<file path="src/rtl/fpu_sched_pkg.sv">
// Shared types and constants for the FP-unit scheduler.
package fpu_sched_pkg;
    typedef enum logic [1:0] {
        IDLE  = 2'd0,
        ISSUE = 2'd1,
        WAIT  = 2'd2,
        DONE  = 2'd3
    } state_t;

    typedef enum logic {
        OP_ADD = 1'b0,
        OP_MUL = 1'b1
    } op_t;

    localparam logic [31:0] QNAN = 32'h7FC00000;
endpackage

</file>
<file path="src/rtl/rr_arbiter2.sv">
// Two-way round-robin pick: on a tie the requester that did not win last time goes.
module rr_arbiter2 (
    input  logic [1:0] req,
    input  logic       last,
    output logic [1:0] sel
);
    always_comb begin
        sel = req;
        if (req == 2'b11) sel = last ? 2'b01 : 2'b10;
    end
endmodule

</file>
<file path="src/rtl/fpu_scheduler.sv">
// Shares one FP unit between two requesters: round-robin grant, start/finish sequencing, done strobe.
// Optional watchdog abort (result = quiet NaN, err flag) when FPU_SCHED_TIMEOUT_EN is defined.
module fpu_scheduler
    import fpu_sched_pkg::*;
#(
    parameter int WIDTH  = 32,
    parameter int SETTLE = 2
`ifdef FPU_SCHED_TIMEOUT_EN
   ,parameter int TIMEOUT = 255
`endif
) (
    input  logic             clk,
    input  logic             rst,
    input  logic             req0,
    input  logic             req1,
    input  logic             mul0,
    input  logic             mul1,
    input  logic [WIDTH-1:0] a0,
    input  logic [WIDTH-1:0] b0,
    input  logic [WIDTH-1:0] a1,
    input  logic [WIDTH-1:0] b1,
    output logic             gnt0,
    output logic             gnt1,
    output logic             done0,
    output logic             done1,
    output logic [WIDTH-1:0] result,
    output logic             busy,
`ifdef FPU_SCHED_TIMEOUT_EN
    output logic             err,
`endif
    output logic [WIDTH-1:0] fpu_a,
    output logic [WIDTH-1:0] fpu_b,
    output logic             fpu_mul,
    output logic             fpu_start,
    input  logic [WIDTH-1:0] fpu_s,
    input  logic             fpu_finish
);
    state_t     state, state_nxt;
    logic [1:0] sel;
    logic       last_grant;
    logic       owner;
    logic [3:0] settle_cnt;
    logic       fin_ok;
    logic       wd_hit;

    rr_arbiter2 u_arb (
        .req  ({req1, req0}),
        .last (last_grant),
        .sel  (sel)
    );

    assign fin_ok = (settle_cnt == 4'd0) && fpu_finish;

`ifdef FPU_SCHED_TIMEOUT_EN
    localparam int WD_W = $clog2(TIMEOUT + 1);
    logic [WD_W-1:0] wd_cnt;
    // A real finish on the last allowed cycle beats the abort.
    assign wd_hit = (wd_cnt == WD_W'(TIMEOUT - 1)) && !fin_ok;
`else
    assign wd_hit = 1'b0;
`endif

    always_ff @(posedge clk or posedge rst) begin
        if (rst) state <= IDLE;
        else     state <= state_nxt;
    end

    always_comb begin
        state_nxt = state;
        case (state)
            IDLE:  if (|sel) state_nxt = ISSUE;
            ISSUE: state_nxt = WAIT;
            WAIT:  if (fin_ok || wd_hit) state_nxt = DONE;
            DONE:  state_nxt = IDLE;
            default: state_nxt = IDLE;
        endcase
    end

    always_comb begin
        gnt0      = 1'b0;
        gnt1      = 1'b0;
        done0     = 1'b0;
        done1     = 1'b0;
        fpu_start = 1'b0;
        busy      = (state != IDLE);
        case (state)
            // gnt is combinational from req, so mask it while reset is held.
            IDLE:  if (!rst) {gnt1, gnt0} = sel;
            ISSUE: fpu_start = 1'b1;
            DONE:  begin
                done0 = !owner;
                done1 = owner;
            end
            default: ;
        endcase
    end

    always_ff @(posedge clk or posedge rst) begin
        if (rst) begin
            fpu_a      <= '0;
            fpu_b      <= '0;
            fpu_mul    <= OP_ADD;
            result     <= '0;
            owner      <= 1'b0;
            last_grant <= 1'b1;
            settle_cnt <= 4'd0;
`ifdef FPU_SCHED_TIMEOUT_EN
            err        <= 1'b0;
            wd_cnt     <= '0;
`endif
        end else begin
            case (state)
                IDLE: if (|sel) begin
                    fpu_a   <= sel[1] ? a1 : a0;
                    fpu_b   <= sel[1] ? b1 : b0;
                    fpu_mul <= sel[1] ? mul1 : mul0;
                    owner   <= sel[1];
`ifdef FPU_SCHED_TIMEOUT_EN
                    err     <= 1'b0;
`endif
                end
                ISSUE: begin
                    settle_cnt <= 4'(SETTLE);
`ifdef FPU_SCHED_TIMEOUT_EN
                    wd_cnt     <= '0;
`endif
                end
                WAIT: begin
                    if (settle_cnt != 4'd0) settle_cnt <= settle_cnt - 4'd1;
                    else if (fpu_finish)    result     <= fpu_s;
`ifdef FPU_SCHED_TIMEOUT_EN
                    wd_cnt <= wd_cnt + 1'b1;
                    if (wd_hit) begin
                        result <= WIDTH'(QNAN);
                        err    <= 1'b1;
                    end
`endif
                end
                DONE: last_grant <= owner;
                default: ;
            endcase
        end
    end
endmodule

</file>
<file path="config.mk">
export PLATFORM = sky130hd
export DESIGN_NAME = fpu_scheduler
export DESIGN_NICKNAME = d
export VERILOG_FILES = /design/src/rtl/fpu_sched_pkg.sv /design/src/rtl/rr_arbiter2.sv /design/src/rtl/fpu_scheduler.sv
export SDC_FILE = /design/constraint.sdc
export NUM_CORES = 1
export LEC_CHECK = 0
export CAP_MARGIN = 30
export CORE_MARGIN = 1
export CORE_UTILIZATION = 42
export CTS_CLUSTER_SIZE = 25
export DETAILED_ROUTE_END_ITERATION = 10
export PLACE_DENSITY = 0.85
export SYNTH_ARGS = -nofsm -noshare
export SYNTH_HDL_FRONTEND = slang
export SYNTH_SLANG_ARGS = --single-unit
</file>
<file path="constraint.sdc">
create_clock -name clk -period 10.3 [get_ports clk]
set_input_delay 2.06 -clock clk [delete_from_list [all_inputs] [get_ports clk]]
set_output_delay 2.06 -clock clk [all_outputs]
set_load 0.005 [all_outputs]
</file>
== Word-level counts from Yosys, hierarchy flattened ==
Index checks and enable logic that the tools add are counted.

* Bits in registers: 105
* Output and inout port bits: 103
* Logic and storage cells: 46
* Bits of input ports: 167

* Equal/unequal tests: 7
* Bitwise gates (word level): 1
* Multiplexer cells: 17
* Reduce and logical (&&, ||, !) cells: 12
* Add/subtract/negate cells: 1

{| class="wikitable"
|+ Operator list
! operator !! count
|-
| 32-bit 2-to-1 mux || 2
|-
| 1-bit 2-to-1 mux || 8
|-
| 2-bit 2-to-1 mux || 4
|-
| 2-bit one-hot mux with 4 select lines || 1
|-
| 4-bit one-hot mux with 2 select lines || 1
|-
| 2-bit equality test, second input constant || 3
|-
| 2-bit != test, second input constant || 3
|-
| 2-bit AND reduction || 3
|-
| 4-bit logical NOT || 1
|-
| 4-bit 2-to-1 mux || 1
|-
| 2-bit nonzero test || 2
|-
| 4-bit nonzero test || 1
|-
| 4-bit by 1-bit subtractor with 4-bit output, second input constant || 1
|-
| 3-bit AND reduction || 1
|-
| 2-bit by 1-bit equality test with 1-bit output, second input constant || 1
|-
| 2-bit logical NOT || 1
|-
| 2-bit OR reduction || 1
|-
| 1-bit logical AND || 1
|-
| 1-bit logical NOT || 1
|-
| 1-bit NOT || 1
|}

== Depth between registers and ports, before layout ==
* Depth after elaboration: 5
* Depth in mapped cells: 7
* Mapped depth without buffers: 5

== Hierarchy ==
A second synthesis with hierarchy kept.

* Cells, all modules: 403
* Area, all modules: 4,828.4 um^2

{| class="wikitable"
|+ Modules (own cells, without submodules)
! module !! cells an instance !! seq. area each (um^2) !! area an instance (um^2) !! instances
|-
| fpu_scheduler || 400 || 2,628.8 || 4,809.6 || 1
|-
| rr_arbiter2 || 3 || 0.0 || 18.8 || 1
|}

== Worst setup path after synthesis ==
OpenSTA, ideal clock, no wires.

* Path kind: input -> output
* Start: in rst
* End: out gnt0
* Cell stages on the path: 2
* Setup slack: 3.544 ns
* Data arrival time: 4.696 ns
* Buffers on the path: 0
* Required time: 8.240 ns
* Cell sequence: inv_1 > o2111a_1

* Longest elaborated chain between the ends: 2

{| class="wikitable"
|+ Ends and longest elaborated chain
! item !! RTL line !! source
|-
| start: declaration || fpu_scheduler.sv:13 || <nowiki>input logic rst,</nowiki>
|-
| 1-bit 2-to-1 mux || fpu_scheduler.sv:88 || <nowiki>IDLE: if (!rst) {gnt1, gnt0} = sel;</nowiki>
|-
| 1-bit 2-to-1 mux || fpu_scheduler.sv:86 || <nowiki>case (state)</nowiki>
|-
| end: declaration || fpu_scheduler.sv:22 || <nowiki>output logic gnt0,</nowiki>
|}

No other way between the ends.

== Final worst setup path ==
Same ends and word-level chain as after synthesis.

==> qor.txt <==
Initial Util - 43.8%
initial antenna violation count - 0
clk root buf - clkbuf_16
Worst Setup End Kind - output pin
area leader, netlist - dfrtp_1
Avg WL per Cell - 16.8 um
RSZ-0062 raised after global routing - false
clock tree buffer depth - 2
Synth Area in Adders - 1.30%
CTS resizes - 0
portion of netlist area occupied by mux cells - 23.9%
Worst slew margin - 47.6%
Crit-path slowest cell - clkdlybuf4s50_1
Syn Inst Count - 402
required time worst endpoint - 8.24 ns
area fraction in compound gates after synthesis - 8.50%
leading cell types in the layout, fill and taps excluded - 269 x clkdlybuf4s50_1, 104 x dfrtp_1, 68 x nand2_1, 66 x mux2i_1, 41 x o21ai_0
H-Tree Depth - 3
final setup fails - 0
Worst Skew - 0.0156 ns
clk_lat worst skew - 0.34 ns
mean number of vias per cell - 4.92
Std-Cell Rows - 38
Post-DP Area - 7590 sq um
Hold Startpoint - fpu_a[19]
status - completed
CTS tree - yes
register area share after synthesis - 54.4%
die area - 11900 sq um
largest net degree at the start of global routing - 77
GR Util met2 - 42.5%
slowest stage delay, CP - 0.50 ns
Die X-Extent - 109 um
final period utilization - 56.2%
post-route ant nets - 0
syn nets - 574
DRT iter0 DRCs - 144
VDD IR max - 0.157 mV
worst hold path class - register to register
achievable frequency - 173 MHz
Synth Area in Simple Gates - 7.15%
vias in the first global route - 4062
die height - 109 um
CTS buffer count - 9
Final WS setup - 4.51 ns
drt total wl - 13600 um
CP Class - input port to output pin
GRT busiest layer - met2
post-route cell area - 7910 sq um
first-pass GRT wire length - 20500 um
clock sink count - 105
commonest non-fill, non-tap cell in the layout - clkdlybuf4s50_1
FF+latch count, synth - 105
fin crit period - 5.79 ns
Max Cap Viol - 0
Worst path most repeated cell - clkdlybuf4s50_1
Critical Path AT - 3.73 ns
synthesized cell area - 4830 sq um
met1 GRT Util - 24.8%
Least-Margin Pin Slew - 0.785 ns
I/O Buffers - 269
syn_area_per_cell - 12.0 sq um
CP Cell Sequence - clkdlybuf4s50_1 > inv_4 > o2111a_1 > clkdlybuf4s50_1
Power Density - 252 nW/um^2
final hold violation count - 0
Yosys warnings - 0
vias post-DR - 3969
Yosys cell types - 30
largest family of logic cells by synthesized area - multiplexers
fraction of layout cells with a size suffix above 1 - 9.30%
Area contributors post-synth - dfrtp_1 54%, mux2i_1 14%, mux2_4 9.3%
startpoint types - input port
IO Pins - 270
DR pass1 iterations - 4
Post-DP HPWL - 10600 um
final max-slew violation count - 0
clk slew on worst S/H paths - 0.07 ns
P_leak - 3.67 nW
crit path launch - rst
Synth-to-Final Area Change - 63.7%
nets@finish - 834
worst slack, placed - 4.47 ns
GRT Overall Usage - 22.7%
met3 usage - 5.02%
GR Overflow Total - 0
Post-CTS Hold Buffers - 0
Antenna diodes - 0
XOR/XNOR share of the synthesized area - 0%
Setup TNS - 0 ns
Max FO, Critical Path - 45
Core ar. - 11000 sq um
post-synth top area share - 53.9%
RR Startpoint - settle_cnt[0]
Post-CTS Repair Setup Buffers - 0
number of remaining DRC errors - 0
Final Wtd Congestion - 0.832
-- sequential cells by signal, summed over array words and instances, names as in the netlist --
register    cells
owner           1
last_grant      1
fpu_mul         1
state           2
fpu_a          32
settle_cnt      4
result         32
fpu_b          32
-- cell type report --
type / count / area, sq um
Clock inverter: 7 / 61.3
Multi-Input combinational cell: 263 / 1990
Sequential cell: 105 / 2630
Inverter: 8 / 32.5
Tap cell: 140 / 175
Timing Repair Buffer: 275 / 2790
Fill cell: 782 / 3130
Clock buffer: 9 / 225
-- cells by family (layout without fill, tap and decap cells) --
logic type	count (synthesis)	after routing
adder cells (fa/ha/maj)	5	5
AO/OA/AOI/OAI	77	77
buffers and inverters	34	299
flip-flops	105	105
multiplexers	100	100
AND/OR/NAND/NOR	81	81
-- routing by layer --
metal  wire length, um  part of all wire (%)
met3              1010                   7.4
met2              7330                    54
met5                 0                     0
met4               314                   2.3
met1              4910                    36
-- synthesized netlist by cell type --
cell type  instances
clkbuf_2           3
nor2b_1            2
nor2_1             2
a21bo_1            1
nand4bb_1          1
o21ai_0           42
inv_1              8
dfrtp_1          104
o2111a_1           1
nor3b_2            1
mux2_2             4
nand2_1           68
mux2i_1           66
nor3_1             2
clkbuf_1           3
dfstp_2            1
o21ai_1           28
o22a_1             2
nand2b_1           2
a22oi_1            1
and2_1             1
o221ai_1           1
buf_2              4
a21oi_1            1
nand3_2            1
mux2_4            30
ha_1               5
buf_4              8
buf_6              8
nand3b_1           1
-- path summary, 6_finish.rpt --
kind                         endpoint  slack, ns  cells after the start
min                         fpu_a[19]       0.48                      2
min in group asynchronous   fpu_a[31]       2.16                      2
min reg2reg                 fpu_a[19]       0.48                      2
max reg2reg                result[24]       7.97                      6
max                              gnt0       4.51                      4
max in group asynchronous   fpu_b[25]       6.94                      3
-- where the power goes --
part	switching (W)	internal (W)	leakage [nW]	total, W
clock	0.000157	0.000169	0.140	0.000326
combinational	0.000361	0.000584	2.23	0.000946
sequential	0.000111	0.000612	1.30	0.000723
total	0.000630	0.00137	3.67	0.00199
-- per-stage QoR --
step                hold WS, ns  util (%)  power, W  instances
global route              0.511      71.7   0.00213        807
finish                    0.477      71.7   0.00199        807
global placement          0.461      68.4   0.00162        788
floorplan                 0.471         -   0.00113        402
CTS                       0.484      71.4   0.00202        806
detailed placement        0.469      68.8   0.00168        790
-- critical path, delay by kind of cell --
| family | cells | cell delay, ns |
|---|---|---|
| AO/OA/AOI/OAI | 1 | 0.28 |
| buffers and inverters | 3 | 1.39 |
Power figures use the tool's default switching activity.
